--- config.mk ---
export PLATFORM = sky130hd
export DESIGN_NAME = uart_aes_block_assembler
export DESIGN_NICKNAME = d
export VERILOG_FILES = /design/src/rtl/uart_aes_block_assembler_pkg.sv /design/src/rtl/uart_aes_block_assembler_shift.sv /design/src/rtl/uart_aes_block_assembler.sv
export SDC_FILE = /design/constraint.sdc
export NUM_CORES = 1
export LEC_CHECK = 0
export BUFFER_PORTS_ARGS = -buffer_cell sky130_fd_sc_hd__buf_2
export CORE_UTILIZATION = 24
export CTS_BUF_LIST = sky130_fd_sc_hd__clkbuf_4
export DETAILED_ROUTE_END_ITERATION = 7
export PLACE_DENSITY = 0.42
export SYNTH_ARGS = -nofsm -noshare
export SYNTH_HDL_FRONTEND = slang
export SYNTH_SLANG_ARGS = --single-unit
--- constraint.sdc ---
create_clock -name i_Clk -period 2.31 [get_ports i_Clk]
set_clock_uncertainty 0.05 [all_clocks]
set_input_delay 0.462 -clock i_Clk [delete_from_list [all_inputs] [get_ports i_Clk]]
set_output_delay 0.462 -clock i_Clk [all_outputs]
set_load 0.05 [all_outputs]
--- src/rtl/uart_aes_block_assembler_pkg.sv ---
// Shared definitions for the UART-to-AES block assembler: FSM states,
// default command bytes and AES block geometry.
package uart_aes_block_assembler_pkg;

    typedef enum logic [1:0] {
        ST_IDLE,
        ST_RX_KEY,
        ST_RX_PT,
        ST_HOLD_PT
    } state_t;

    localparam logic [7:0]  CMD_KEY_DEFAULT = 8'h4B;   // 'K'
    localparam logic [7:0]  CMD_PT_DEFAULT  = 8'h50;   // 'P'
    localparam int unsigned BLOCK_BYTES     = 16;
    localparam int unsigned BLOCK_BITS      = 128;

endpackage

--- src/rtl/uart_aes_block_assembler_shift.sv ---
// Byte-wide shift register that builds a 128-bit block, first byte in the MSBs.
// Only 15 bytes are stored: o_Block already includes i_Byte, so on the 16th byte
// the complete block is available in the same cycle for registering by the caller.
module aes_byte_shift128
    import uart_aes_block_assembler_pkg::*;
(
    input  logic                  i_Clk,
    input  logic                  i_Rst,
    input  logic                  i_Clr,
    input  logic                  i_Ld,
    input  logic [7:0]            i_Byte,
    output logic [BLOCK_BITS-1:0] o_Block
);

    logic [BLOCK_BITS-9:0] data;

    // Block as it would look once i_Byte is shifted in
    always_comb begin
        o_Block = {data, i_Byte};
    end

    // Shift storage: clear on reset or frame start, shift left one byte on load
    always_ff @(posedge i_Clk) begin
        if (i_Rst || i_Clr) begin
            data <= '0;
        end else if (i_Ld) begin
            data <= o_Block[BLOCK_BITS-9:0];
        end
    end

endmodule

--- src/rtl/uart_aes_block_assembler.sv ---
// Assembles UART RX bytes into 128-bit AES key / plaintext blocks.
// Frame = command byte ('K' or 'P') + 16 data bytes; stalled frames time out.
module uart_aes_block_assembler
    import uart_aes_block_assembler_pkg::*;
#(
    parameter int unsigned CLKS_PER_BIT  = 868,
    parameter int unsigned TIMEOUT_BYTES = 4,
    parameter logic [7:0]  CMD_KEY       = CMD_KEY_DEFAULT,
    parameter logic [7:0]  CMD_PT        = CMD_PT_DEFAULT
) (
    input  logic                  i_Clk,
    input  logic                  i_Rst,
    input  logic                  i_Rx_DV,
    input  logic [7:0]            i_Rx_Byte,
    output logic [BLOCK_BITS-1:0] o_Key,
    output logic                  o_Key_Valid,
    output logic [BLOCK_BITS-1:0] o_Pt,
    output logic                  o_Pt_Valid,
    input  logic                  i_Pt_Ready,
    output logic                  o_Busy,
    output logic                  o_Err
);

    localparam int unsigned TIMEOUT_CLKS = CLKS_PER_BIT * 10 * TIMEOUT_BYTES;
    localparam int unsigned TW           = $clog2(TIMEOUT_CLKS + 1);
    localparam int unsigned CW           = $clog2(BLOCK_BYTES);
    localparam logic [TW-1:0] TIMEOUT_MAX = TW'(TIMEOUT_CLKS);
    localparam logic [CW-1:0] LAST_BYTE   = CW'(BLOCK_BYTES - 1);

    state_t                  state;
    logic [CW-1:0]           count;
    logic [TW-1:0]           timer;
    logic                    shift_clr;
    logic                    shift_ld;
    logic [BLOCK_BITS-1:0]   shift_block;

    aes_byte_shift128 u_shift (
        .i_Clk   (i_Clk),
        .i_Rst   (i_Rst),
        .i_Clr   (shift_clr),
        .i_Ld    (shift_ld),
        .i_Byte  (i_Rx_Byte),
        .o_Block (shift_block)
    );

    // Shift register control: clear on a valid command, shift on each data byte
    always_comb begin
        shift_clr = (state == ST_IDLE) && i_Rx_DV &&
                    ((i_Rx_Byte == CMD_KEY) || (i_Rx_Byte == CMD_PT));
        shift_ld  = ((state == ST_RX_KEY) || (state == ST_RX_PT)) && i_Rx_DV;
    end

    // Frame FSM with byte count, inter-byte timeout and registered outputs
    always_ff @(posedge i_Clk) begin
        if (i_Rst) begin
            state       <= ST_IDLE;
            count       <= '0;
            timer       <= '0;
            o_Key       <= '0;
            o_Key_Valid <= 1'b0;
            o_Pt        <= '0;
            o_Pt_Valid  <= 1'b0;
            o_Busy      <= 1'b0;
            o_Err       <= 1'b0;
        end else begin
            o_Key_Valid <= 1'b0;
            o_Err       <= 1'b0;
            case (state)
                ST_IDLE: begin
                    if (i_Rx_DV) begin
                        if (i_Rx_Byte == CMD_KEY) begin
                            state  <= ST_RX_KEY;
                            o_Busy <= 1'b1;
                            count  <= '0;
                            timer  <= '0;
                        end else if (i_Rx_Byte == CMD_PT) begin
                            state  <= ST_RX_PT;
                            o_Busy <= 1'b1;
                            count  <= '0;
                            timer  <= '0;
                        end else begin
                            o_Err <= 1'b1;
                        end
                    end
                end
                ST_RX_KEY, ST_RX_PT: begin
                    // An arriving byte takes priority over an expiring timer
                    if (i_Rx_DV) begin
                        timer <= '0;
                        if (count == LAST_BYTE) begin
                            count <= '0;
                            if (state == ST_RX_KEY) begin
                                o_Key       <= shift_block;
                                o_Key_Valid <= 1'b1;
                                state       <= ST_IDLE;
                                o_Busy      <= 1'b0;
                            end else begin
                                o_Pt       <= shift_block;
                                o_Pt_Valid <= 1'b1;
                                state      <= ST_HOLD_PT;
                            end
                        end else begin
                            count <= count + 1'b1;
                        end
                    end else if (timer == TIMEOUT_MAX) begin
                        o_Err  <= 1'b1;
                        state  <= ST_IDLE;
                        o_Busy <= 1'b0;
                        count  <= '0;
                        timer  <= '0;
                    end else begin
                        timer <= timer + 1'b1;
                    end
                end
                ST_HOLD_PT: begin
                    if (i_Rx_DV) begin
                        o_Err <= 1'b1;
                    end
                    if (o_Pt_Valid && i_Pt_Ready) begin
                        o_Pt_Valid <= 1'b0;
                        state      <= ST_IDLE;
                        o_Busy     <= 1'b0;
                    end
                end
            endcase
        end
    end

endmodule

==> flow_metrics.env <==
export IMPL_status="complete, but fails checks"
export IMPL_violations="DRC"
export IMPL_synth_edf_count=0
export IMPL_synth_async_reset_ratio=0
export IMPL_p_leak_nw=7.07
export IMPL_p_comb_frac=0.092
export IMPL_end_kind="flop"
export IMPL_grt_max_degree=112
export IMPL_tightest_slew_ns=0.555
export IMPL_routed_wirelength_um=50300
export IMPL_syn_inst=1832
export IMPL_syn_area_mm2=0.0144
export IMPL_gp_congestion=0.785
export IMPL_r2r_slack_ns=0.14
export IMPL_post_place_cells=2789
export IMPL_critical_path_class="reg -> reg"
export IMPL_finalPower_mw=15.2
export IMPL_die_h_um=247
export IMPL_grt_overflow=0
export IMPL_areaGrowthSynthToFinish_pct=28.2
export IMPL_cts_tree="done"
export IMPL_yosys_register_bits=402
export IMPL_num_vias=13400
export IMPL_wl_per_cell_um=16.8
export IMPL_clock_sinks=402
export IMPL_yosysSeqAreaShare=0.560
export IMPL_first_pass_iters=8
export IMPL_synth_commonest_cells="767 x nand2_1, 402 x dfxtp_1, 384 x a21oi_1"
export IMPL_synth_simple_area_share=0.234
export IMPL_synth_top_area_share=0.560
export IMPL_yosys_area_top_type="dfxtp_1"
export IMPL_min_period_ns=2.17
export IMPL_setup_viol_count_final=0
export IMPL_clock_power_share=0.441
export IMPL_startpoint_type="flop"
export IMPL_fill_cells=6432
export IMPL_grt_util_all_layers=0.164
export IMPL_max_slew_margin_rel=0.630
export IMPL_max_freq_mhz=460
export IMPL_maxCapViolations=0
export IMPL_crit_required_ns=3.01
export IMPL_hold_viol_final=0
export IMPL_ys_flop_type="dfxtp_1"
export IMPL_crit_arrival_ns=2.87
export IMPL_clk_latency_ns=0.86
export IMPL_grt_pass1_wl_um=76700
export IMPL_netlist_top_cells_area="dfxtp_1 56%, nand2_1 20%, a21oi_1 13%, clkbuf_1 3.1%, a32o_1 0.77%"
export IMPL_synth_fa_ha_area_frac=0.00696
export IMPL_path_max_fanout=4
export IMPL_fin_cells=3001
export IMPL_yosysUniqueCellTypes=46
export IMPL_io_pins=272
export IMPL_ir_worst_vdd_uv=286
export IMPL_grt_antenna_before_repair=1
export IMPL_power_internal_mw=11.0
export IMPL_clkSlewWorstSetupHoldPaths_ns=0.07
export IMPL_seq_power_share=0.466
export IMPL_yosys_warnings=0
export IMPL_synth_top_family_by_area="simple AND/OR/NAND/NOR gates"
export IMPL_layout_nets=2166
export IMPL_synth_avg_cell_area_um2=7.85
export IMPL_fp_row_count=89
export IMPL_synth_compound_area_frac=0.160
export IMPL_slew_viol_final=0
export IMPL_finalCritPeriodShare=0.940
export IMPL_die_area_mm2=0.0609
export IMPL_rsz0062_at_grt="yes"
export IMPL_yosys_cell_count_top_type="nand2_1"
export IMPL_clock_path_buffers=3
export IMPL_powerDensity_mw_per_mm2=824
export IMPL_synthXorXnorAreaFrac=0
export IMPL_holdCritPathClass="in -> reg"
export IMPL_numPortBuffers=271
export IMPL_power_switching_mw=4.14
export IMPL_hpwl_um=32200
export IMPL_root_buffer="clkbuf_4"
export IMPL_htreeDepth=3
export IMPL_syn_num_nets=1852
export IMPL_final_layout_size_suffix_gt1_frac=0.234
export IMPL_initial_core_util=0.243
export IMPL_ant_nets=0
export IMPL_core_area_mm2=0.0591
export IMPL_drc_errors=36
export IMPL_first_iter_violations=682
export IMPL_avgViaCountPerCell=4.48
export IMPL_swShare=0.273
export IMPL_die_w_um=247
export IMPL_muxShareOfSynthArea=0.000696
export IMPL_grt_pass1_vias=13000
export IMPL_cts_made_buffers=117
layout by cell type (no fill, tap or decap), drive strengths merged, types with 5 or more instances in the layout:
master         n
nand4          5
inv            6
nor3           7
nand2        767
nor4           5
dlygate4sd3   11
buf          319
a21oi        384
nand3          9
o21ai         16
nor3b          5
clkinv        21
clkbuf       174
and3          11
dfxtp        402
nor2          19
a32o          11
ha             8
layout make-up:
type	instances	area (um2)	share of cell area
well taps	773	967	0.0525
clock inverters	25	166	0.00903
repair buffers	330	2070	0.113
flip-flops and latches	402	8050	0.437
multi-input cells	1288	5840	0.317
inverters	7	26.3	0.00143
clock buffers	174	1310	0.0709
diodes	2	5.00	0.000272
metrics by stage:
step	utilization	instance area (um2)	setup TNS [ns]	hold WS [ns]	setup WS [ns]
after floorplan	-	14400	0	0.395	0.145
after detailed placement	0.285	16800	0	0.393	0.0535
final	0.312	18400	0	0.390	0.138
after global routing	0.312	18400	-0.127	0.324	-0.0662
after CTS	0.311	18400	0	0.260	0.0647
after global placement	0.285	16800	0	0.391	0.0663
registers in the layout, indices dropped and copies added, names as in the netlist, 2 cells and up:
register and count:
timer 16, u_shift.data 120, o_Pt 128, state 2, o_Key 128, count 4
repair_timing:
item                                   CTS  global route
setup buffers                            0             0
setup endpoints to repair                0            73
resized for setup                        0             4
endpoints found under the hold margin   60             0
hold buffers                            11             0
per-layer routing:
layer	GRT usage	part of all wire	wire length, um
met3	0.0501	0.071	3580
met1	0.216	0.46	23400
met2	0.249	0.44	22300
met5	0	0	0
met4	0.0639	0.021	1070
power groups by stage:
stage / registers, mW / clock network, mW / logic (mW)
2_1_floorplan: 7.24 / 0 / 0.796
3_3_place_gp: 7.24 / 0 / 1.39
3_5_place_dp: 7.24 / 0 / 1.39
4_1_cts: 7.08 / 7.03 / 1.41
5_1_grt: 7.08 / 7.40 / 1.54
6_report: 7.08 / 6.70 / 1.40
worst paths after layout:
| check | startpoint | end | cells after the start |
|---|---|---|---|
| worst max register to register | timer[6]$_SDFFE_PP0P_ | state[0]$_SDFFE_PP0P_ | 6 |
| worst max-delay path | timer[6]$_SDFFE_PP0P_ | state[0]$_SDFFE_PP0P_ | 6 |
| worst min register to register | o_Pt[126]$_SDFFE_PP0P_ | o_Pt[126]$_SDFFE_PP0P_ | 2 |
| worst min-delay path | i_Rx_Byte[6] | o_Key[6]$_SDFFE_PP0P_ | 4 |
worst max-delay path, cell delays in order, from the launching register on:
cell	delay (ns)
dfxtp_1	0.33
or4b_1	0.61
o41ai_2	0.43
buf_4	0.18
and3_1	0.19
nor3_1	0.06
a311oi_1	0.23
cells by family (layout without fill, tap and decap cells):
group / after synthesis / after routing
AO/OA/AOI/OAI: 433 / 433
flip-flops: 402 / 402
other: 0 / 2
multiplexers: 1 / 1
AND/OR/NAND/NOR: 846 / 846
buffers and inverters: 142 / 536
adder cells (fa/ha/maj): 8 / 8
(Power assumes the default switching activity.)
